`src/rtl/router_pkt_tx.sv`:
```
`default_nettype none
// ============================================================================
//  Module      : router_pkt_tx
//  Description : Packet source for the 1x3 router input port. Accepts a packet
//                command and emits header, payload (incrementing or LFSR) and
//                parity bytes, stalling on router busy, with an optional
//                busy-timeout abort and a post-packet idle gap.
//  Revision    : 1.0 - initial release
// ============================================================================
module router_pkt_tx #(
    parameter int GAP_CYCLES = 2,     // idle cycles after parity, 1..15
    parameter int TIMEOUT    = 255    // consecutive busy cycles before abort, 0 = off
) (
    input  logic       clock,
    input  logic       resetn,
    input  logic       cmd_valid,
    output logic       cmd_ready,
    input  logic [1:0] cmd_addr,
    input  logic [5:0] cmd_len,
    input  logic       cmd_mode,
    input  logic [7:0] cmd_seed,
    input  logic       cmd_bad_parity,
    input  logic       busy,
    output logic [7:0] data_out,
    output logic       pkt_valid,
    output logic       tx_active,
    output logic       tx_done,
    output logic       cmd_err,
    output logic       timeout_err
);

    localparam logic [2:0]  c_IDLE     = 3'd0;
    localparam logic [2:0]  c_HEADER   = 3'd1;
    localparam logic [2:0]  c_PAYLOAD  = 3'd2;
    localparam logic [2:0]  c_PARITY   = 3'd3;
    localparam logic [2:0]  c_GAP      = 3'd4;

    localparam logic [3:0]  c_GAP_LAST = 4'(GAP_CYCLES - 1);
    localparam logic        c_TO_EN    = (TIMEOUT != 0);
    localparam logic [15:0] c_TO_LAST  = 16'(TIMEOUT - 1);

    logic [2:0]  state_q,  state_d;
    logic [1:0]  addr_q,   addr_d;
    logic [5:0]  len_q,    len_d;
    logic        mode_q,   mode_d;
    logic        bad_q,    bad_d;
    logic [7:0]  byte_q,   byte_d;
    logic [5:0]  rem_q,    rem_d;
    logic [7:0]  parity_q, parity_d;
    logic [3:0]  gap_q,    gap_d;
    logic [15:0] to_q,     to_d;
    logic        tx_done_q,     tx_done_d;
    logic        cmd_err_q,     cmd_err_d;
    logic        timeout_err_q, timeout_err_d;

    logic        w_in_pkt;
    logic        w_abort;

    // Payload successor: +1 in incrementing mode, Fibonacci LFSR step otherwise
    function automatic logic [7:0] f_next_byte(input logic [7:0] cur, input logic mode);
        if (mode)
            f_next_byte = {cur[6:0], cur[7] ^ cur[5] ^ cur[4] ^ cur[3]};
        else
            f_next_byte = cur + 8'd1;
    endfunction

    // State and datapath registers; reset truncates any packet in flight
    always_ff @(posedge clock) begin
        if (!resetn) begin
            state_q       <= c_IDLE;
            addr_q        <= '0;
            len_q         <= '0;
            mode_q        <= 1'b0;
            bad_q         <= 1'b0;
            byte_q        <= '0;
            rem_q         <= '0;
            parity_q      <= '0;
            gap_q         <= '0;
            to_q          <= '0;
            tx_done_q     <= 1'b0;
            cmd_err_q     <= 1'b0;
            timeout_err_q <= 1'b0;
        end else begin
            state_q       <= state_d;
            addr_q        <= addr_d;
            len_q         <= len_d;
            mode_q        <= mode_d;
            bad_q         <= bad_d;
            byte_q        <= byte_d;
            rem_q         <= rem_d;
            parity_q      <= parity_d;
            gap_q         <= gap_d;
            to_q          <= to_d;
            tx_done_q     <= tx_done_d;
            cmd_err_q     <= cmd_err_d;
            timeout_err_q <= timeout_err_d;
        end
    end

    // Next-state: command latch, byte consumption on !busy, gap count, timeout abort
    always_comb begin
        state_d       = state_q;
        addr_d        = addr_q;
        len_d         = len_q;
        mode_d        = mode_q;
        bad_d         = bad_q;
        byte_d        = byte_q;
        rem_d         = rem_q;
        parity_d      = parity_q;
        gap_d         = gap_q;
        tx_done_d     = 1'b0;
        cmd_err_d     = 1'b0;
        timeout_err_d = 1'b0;

        w_in_pkt = (state_q == c_HEADER) || (state_q == c_PAYLOAD) || (state_q == c_PARITY);
        w_abort  = c_TO_EN && w_in_pkt && busy && (to_q == c_TO_LAST);
        // Busy-run length only matters while a byte is waiting to be consumed
        to_d     = (w_in_pkt && busy) ? to_q + 16'd1 : 16'd0;

        case (state_q)
            c_IDLE: begin
                if (cmd_valid) begin
                    if (cmd_addr == 2'd3) begin
                        cmd_err_d = 1'b1;
                    end else begin
                        addr_d   = cmd_addr;
                        len_d    = cmd_len;
                        mode_d   = cmd_mode;
                        bad_d    = cmd_bad_parity;
                        // An all-zero LFSR would lock up, so seed 0 starts at 1
                        byte_d   = (cmd_mode && (cmd_seed == 8'd0)) ? 8'd1 : cmd_seed;
                        rem_d    = cmd_len;
                        parity_d = {cmd_len, cmd_addr};
                        state_d  = c_HEADER;
                    end
                end
            end
            c_HEADER: begin
                if (!busy)
                    state_d = (len_q != 6'd0) ? c_PAYLOAD : c_PARITY;
            end
            c_PAYLOAD: begin
                if (!busy) begin
                    parity_d = parity_q ^ byte_q;
                    byte_d   = f_next_byte(byte_q, mode_q);
                    rem_d    = rem_q - 6'd1;
                    if (rem_q == 6'd1)
                        state_d = c_PARITY;
                end
            end
            c_PARITY: begin
                if (!busy) begin
                    tx_done_d = 1'b1;
                    gap_d     = 4'd0;
                    state_d   = c_GAP;
                end
            end
            c_GAP: begin
                if (gap_q == c_GAP_LAST) begin
                    gap_d   = 4'd0;
                    state_d = c_IDLE;
                end else begin
                    gap_d = gap_q + 4'd1;
                end
            end
            default: state_d = c_IDLE;
        endcase

        if (w_abort) begin
            timeout_err_d = 1'b1;
            gap_d         = 4'd0;
            to_d          = 16'd0;
            state_d       = c_GAP;
        end
    end

    // Outputs decoded from the current state and the latched command
    always_comb begin
        cmd_ready   = (state_q == c_IDLE);
        tx_active   = (state_q != c_IDLE);
        tx_done     = tx_done_q;
        cmd_err     = cmd_err_q;
        timeout_err = timeout_err_q;
        data_out    = 8'd0;
        pkt_valid   = 1'b0;
        case (state_q)
            c_HEADER: begin
                data_out  = {len_q, addr_q};
                pkt_valid = 1'b1;
            end
            c_PAYLOAD: begin
                data_out  = byte_q;
                pkt_valid = 1'b1;
            end
            c_PARITY: begin
                data_out  = parity_q ^ {7'b0, bad_q};
                pkt_valid = 1'b0;
            end
            default: begin
                data_out  = 8'd0;
                pkt_valid = 1'b0;
            end
        endcase
    end

endmodule
`default_nettype wire

```
`config.mk`:
```
export PLATFORM = sky130hd
export DESIGN_NAME = router_pkt_tx
export DESIGN_NICKNAME = d
export VERILOG_FILES = /design/src/rtl/router_pkt_tx.sv
export SDC_FILE = /design/constraint.sdc
export NUM_CORES = 1
export LEC_CHECK = 0
export ABC_AREA = 1
export CAP_MARGIN = 20
export CORE_ASPECT_RATIO = 0.5
export CORE_MARGIN = 3
export CORE_UTILIZATION = 45
export CTS_BUF_LIST = sky130_fd_sc_hd__clkbuf_2 sky130_fd_sc_hd__clkbuf_4 sky130_fd_sc_hd__clkbuf_8
export DETAILED_ROUTE_END_ITERATION = 6
export PLACE_DENSITY = 0.7
export SYNTH_ARGS = -nofsm -noshare
export SYNTH_HDL_FRONTEND = slang
export SYNTH_SLANG_ARGS = --single-unit
```
`constraint.sdc`:
```
create_clock -name clock -period 1.6 [get_ports clock]
set_clock_uncertainty 0.05 [all_clocks]
set_input_delay 0.24 -clock clock [delete_from_list [all_inputs] [get_ports clock]]
set_output_delay 0.24 -clock clock [all_outputs]
set_load 0.05 [all_outputs]
```
==> results of run 1 <==
Yosys cell counts, drive strengths merged:
master / number
a21oi: 49
a31oi: 2
buf: 13
clkbuf: 2
clkinv: 2
dfxtp: 58
ha: 7
inv: 71
nand2: 109
nand3: 34
nand4: 12
nor2: 55
nor3: 13
o211a: 1
o211ai: 2
o21ai: 44
o221ai: 6
o22ai: 7
or2: 3
xnor2: 3
xor2: 5
worst max-delay path, cell delays in order (launching register included):
cell	delay [ps]
dfxtp_4	380
inv_6	80
nand2_4	70
nor2_4	140
inv_2	60
o211ai_1	250
clkbuf_16	220
metrics by stage:
step | total power, mW | util [%] | std cells | cell area (sq um) | hold slack (ps)
after floorplan | 4.33 | - | 498 | 3400 | 314
after global placement | 5.59 | 58.8 | 639 | 4110 | 406
after detailed placement | 5.63 | 58.8 | 639 | 4110 | 413
after CTS | 7.71 | 66.7 | 672 | 4660 | 423
after global routing | 9.05 | 72.4 | 683 | 5060 | 452
final | 8.61 | 72.4 | 683 | 5060 | 422
power by group through the flow:
| stage | Combinational (mW) | Clock (mW) | Sequential, mW |
|---|---|---|---|
| floorplan | 2.32 | 0 | 2.01 |
| global placement | 3.53 | 0 | 2.07 |
| detailed placement | 3.56 | 0 | 2.07 |
| CTS | 4.32 | 1.34 | 2.05 |
| global route | 5.49 | 1.42 | 2.14 |
| finish | 5.18 | 1.32 | 2.10 |
repair_timing:
item                                    in CTS  in global routing
pin swaps                                    9                 24
buffers inserted                            16                  8
hold buffers                                 0                  0
endpoints found under the setup margin      10                 62
gates resized for setup                     39                 85
cloned                                       1                  5
cell families after synthesis:
family	count (synthesis)	synth area share, %
AOI/OAI and AO/OA	111	18.2
xor gates and xnor gates	8	2.06
adders and majority gates	7	2.58
buffers and inverters	88	11.3
DFF	58	34.2
and+or+nand+nor	226	31.7
worst paths after layout:
kind	startpoint	end	slack, ps	cells after the start
worst min-delay path	to_q[15]	to_q[15]	420	2
worst min register to register	to_q[15]	to_q[15]	420	2
worst max-delay path	state_q[2]	data_out[1]	-240	6
worst max register to register	state_q[2]	parity_q[6]	-150	9
per-layer routing:
metal	vias up	track usage [%]	part of all wire [%]
li1	1828	-	-
met1	1742	28.7	42
met2	170	36.5	46
met3	34	6.24	8.0
met4	0	9.82	3.1
met5	-	0	0
registers in the layout (all words and copies together), names as in the netlist:
register / count
tx_done: 1
state_q: 3
byte_q: 8
rem_q: 6
len_q: 6
cmd_err: 1
mode_q: 1
bad_q: 1
gap_q: 4
timeout_err: 1
addr_q: 2
to_q: 16
parity_q: 8
cell type report:
cell class | instances | share of cell area, %
inverter | 73 | 5.68
clock inverter | 2 | 0.198
tap | 92 | 2.27
multi-input combinational | 355 | 44.6
timing repair buffer | 89 | 20.5
clock buffer | 14 | 3.56
sequential | 58 | 23.2
==> impl_metrics.ini, run 1 <==
[power_and_ir_drop]
p_clk_share_pct = 15.4
ir_drop_mv = 0.713
p_seq_share_pct = 24.4
power_switching_mw = 3.90
netSwitchingFraction_pct = 45.3
p_int_mw = 4.71
power_density_mw_per_mm2 = 1700
p_comb_share_pct = 60.2
leakagePower_nw = 2.01

[critical_path]
worstSetupEndpointType = output pin
cp_max_fo = 5
crit_required_ps = 1310
arrival_ps = 1550
startpoint_type = flop
critical_path_class = reg2out

[outcome]
status = complete, but fails checks
failed_checks = negative setup slack

[route]
wl_mm = 11.1
viasPerCell = 5.53
drt-initial-drc-count = 263
ant_nets = 0
drc_errors = 0
route.vias.total = 3774
wl_per_cell_microns = 16.3
first_pass_iters = 5

[floorplan]
io-pin-count = 36
die_y_microns = 67.4
initial_utilization_pct = 48.6
die_x_microns = 129
rows = 21
core_area_sq_mm = 0.00699
die-area_sq_mm = 0.00868

[cts]
clk_latency_ps = 360
clk_pin_slew_ps = 70
cts_max_level = 3
cts_root_buf = clkbuf_8
cts_sinks = 58
cts_made_buffers = 9
cts_max_path_buffers = 2
cts_tree = done

[timing]
min_period_over_period_pct = 115
maxSlewHeadroom_pct = 71.8
rsz0062_at_grt = yes
maxSlewViolCount = 0
finalSetupTns_ps = -4360
final_hold_viol_count = 0
worst-slew-pin-transition_ps = 419
fin_ws_ps = -239
period_minus_slack_ps = 1840
fmax_ghz = 0.544
setup_violations = 41

[grt]
grt_first_pass_wirelength_mm = 15.3
antenna_found_initial = 0
grt_use_total_pct = 22.6
grt_remaining_overflow = 0
grt_max_degree = 18
grt_pass1_vias = 3260

[cells_and_area]
mostFrequentLayoutCells = nand2_1 (94), inv_1 (65), dfxtp_1 (55)
layout.cells.most_common = nand2_1
fin_nets = 615
seq_area_sq_mm = 0.00117
n_fill_cell = 524
multi_input_area_sq_mm = 0.00226
drive_gt1_share_pct = 31.0
areaGrowthSynthToFinish_pct = 49.2
n_antenna_cell = 0

[job]
maxCapViolations = 0

[place]
dp_slack_ps = -152
numPortBuffers = 35
place_hpwl_mm = 6.36
gp_congestion = 0.831

[synthesis]
synth_top_area_share_pct = 34.2
synth_cell_type_count = 36
yosysSeqAreaShare_pct = 34.2
synthesis.area_sq_mm = 0.00339
synth_warnings = 0
postSynthCellCount = 498
synth_area_leader_cell = dfxtp_1
synth_fp_nets = 527
synth_area_leaders = dfxtp_1 (34%), nand2_1 (11%), inv_1 (7.5%)
synth_seq_cells = 58
synth.avg_cell_area_sq_um = 6.82

[worst_hold_path]
holdCritPathClass = reg2reg
No activity file was read; power rests on OpenSTA's default activity.
==> run 2: changes to the inputs <==
Settings changed: ABC_CLOCK_PERIOD_IN_PS from default to 1600, SKIP_CTS_REPAIR_TIMING from default to 1.
==> impl_metrics.ini, run 2 (same netlist as run 1, synthesis figures left out) <==
[outcome]
status = complete, but fails checks
failed_checks = negative setup slack

[critical_path]
r2r_slack_ps = 20
r2r-start = state_q[2]
setup.worst_path.end = data_out[2]
crit_path_cell_trace = inv_4 > buf_4 > nand3_2 > o221ai_4 > buf_12
slowest_delay_ps = 370
startpoint = state_q[2]
crit_path_top_delay_cell = dfxtp_4
arrival_ps = 1550
cp_max_fo = 5
rr_endpoint = byte_q[0]
worstRegToRegCells = 9
crit_required_ps = 1310
critical_path_class = reg2out
worstSetupEndpointType = output pin
startpoint_type = flop

[route]
wl_per_cell_microns = 13.9
first_pass_iters = 5
drc_errors = 0
route.vias.total = 3466
wl_mm = 9.26
drt-initial-drc-count = 269
ant_nets = 0
viasPerCell = 5.19

[timing]
worst-slew-pin-transition_ps = 401
period_minus_slack_ps = 1840
fmax_ghz = 0.543
finalSetupTns_ps = -1930
rsz0062_at_grt = yes
min_period_over_period_pct = 115
setup_violations = 10
maxSlewViolCount = 0
maxSlewHeadroom_pct = 73.1
whs_ps = 418
fin_ws_ps = -243
final_hold_viol_count = 0

[cells_and_area]
drive_gt1_share_pct = 20.5
n_antenna_cell = 0
fin_cells = 668
mostFrequentLayoutCells = nand2_1 (101), inv_1 (66), dfxtp_1 (55)
areaGrowthSynthToFinish_pct = 34.5
largest-register = to_q
layout.cells.most_common = nand2_1
n_fill_cell = 632
largestRegisters = to_q: 16 flops, byte_q: 8 flops, parity_q: 8 flops
largest_reg_flops = 16
fin_nets = 600

[cts]
cts_made_buffers = 9
cts_tree = done
cts_max_level = 3
cts_root_buf = clkbuf_8
cts_max_path_buffers = 2
cts_sinks = 58
clk_latency_ps = 350
clk_pin_slew_ps = 70

[grt]
grt_first_pass_wirelength_mm = 14.1
antenna_found_initial = 0
grt_max_degree = 21
grt_remaining_overflow = 0
grt_use_total_pct = 21.0
grt_pass1_vias = 3055

[place]
gp_congestion = 0.831
numPortBuffers = 35
dp_cells = 639
place_hpwl_mm = 6.36

[power_and_ir_drop]
power_density_mw_per_mm2 = 1630
ir_drop_mv = 0.642
fin_total_pwr_mw = 7.46
leakagePower_nw = 1.84

[worst_hold_path]
holdCritPathClass = reg2reg

[floorplan]
die-area_sq_mm = 0.00868
rows = 21
die_y_microns = 67.4
initial_utilization_pct = 48.6
die_x_microns = 129
core_area_sq_mm = 0.00699
io-pin-count = 36

[job]
maxCapViolations = 0
-- run 2: cell count changes in the layout (fill, tap and decap cells not counted), moves of 7 or more --
cell and delta:
o21ai_2 -24, o21ai_0 +16, a21oi_1 +13, a21oi_2 -13, buf_6 -10, o21ai_1 +9
nand2_1 +7
-- run 2: how the worst min path moves through the flow --
stage | startpoint | end | slack [ps] | cells past startpoint
2_1_floorplan | cmd_valid | cmd_err | 310 | 2
3_3_place_gp | to_q[15] | to_q[15] | 410 | 2
3_5_place_dp | to_q[15] | to_q[15] | 410 | 2
4_1_cts | cmd_bad_parity | bad_q | 420 | 3
5_1_grt | to_q[15] | to_q[15] | 450 | 2
6_report | to_q[15] | to_q[15] | 420 | 2
-- run 2: through the flow --
stage                     setup WS [ps]  instance area (sq um)  util (%)
after floorplan                    -273                   3400         -
after global placement             -102                   4110      58.8
after detailed placement           -152                   4110      58.8
after CTS                          -387                   4300      61.5
after global routing               -313                   4560      65.3
final                              -243                   4560      65.3
-- run 2: worst max-delay path, delay by kind of cell, from the launching register on --
family	cells	cell delay, ps
buffers and inverters	3	390
DFF	1	370
AOI/OAI and AO/OA	1	240
and+or+nand+nor	1	200
-- run 2: per-layer routing --
metal,vias up,GRT usage (%),wire [microns]
met1,1558,27.7,4350
met4,0,8.38,168
met3,18,5.92,651
met2,95,32.7,4090
li1,1795,-,-
met5,-,0,0
-- run 2: where the power goes --
part | total [mW] | switching [mW] | leakage (nW) | internal (mW)
Combinational | 4.09 | 2.41 | 1.26 | 1.67
Sequential | 2.06 | 0.304 | 0.476 | 1.76
Clock | 1.31 | 0.587 | 0.103 | 0.719
-- run 2: layout make-up --
| class | instances | area, sq um | share of cell area, % |
|---|---|---|---|
| inverters | 73 | 284 | 6.22 |
| flip-flops and latches | 58 | 1170 | 25.7 |
| multi-input cells | 354 | 2000 | 43.8 |
| clock inverters | 2 | 10.0 | 0.219 |
| repair buffers | 75 | 803 | 17.6 |
| clock buffers | 14 | 180 | 3.95 |
| well taps | 92 | 115 | 2.52 |
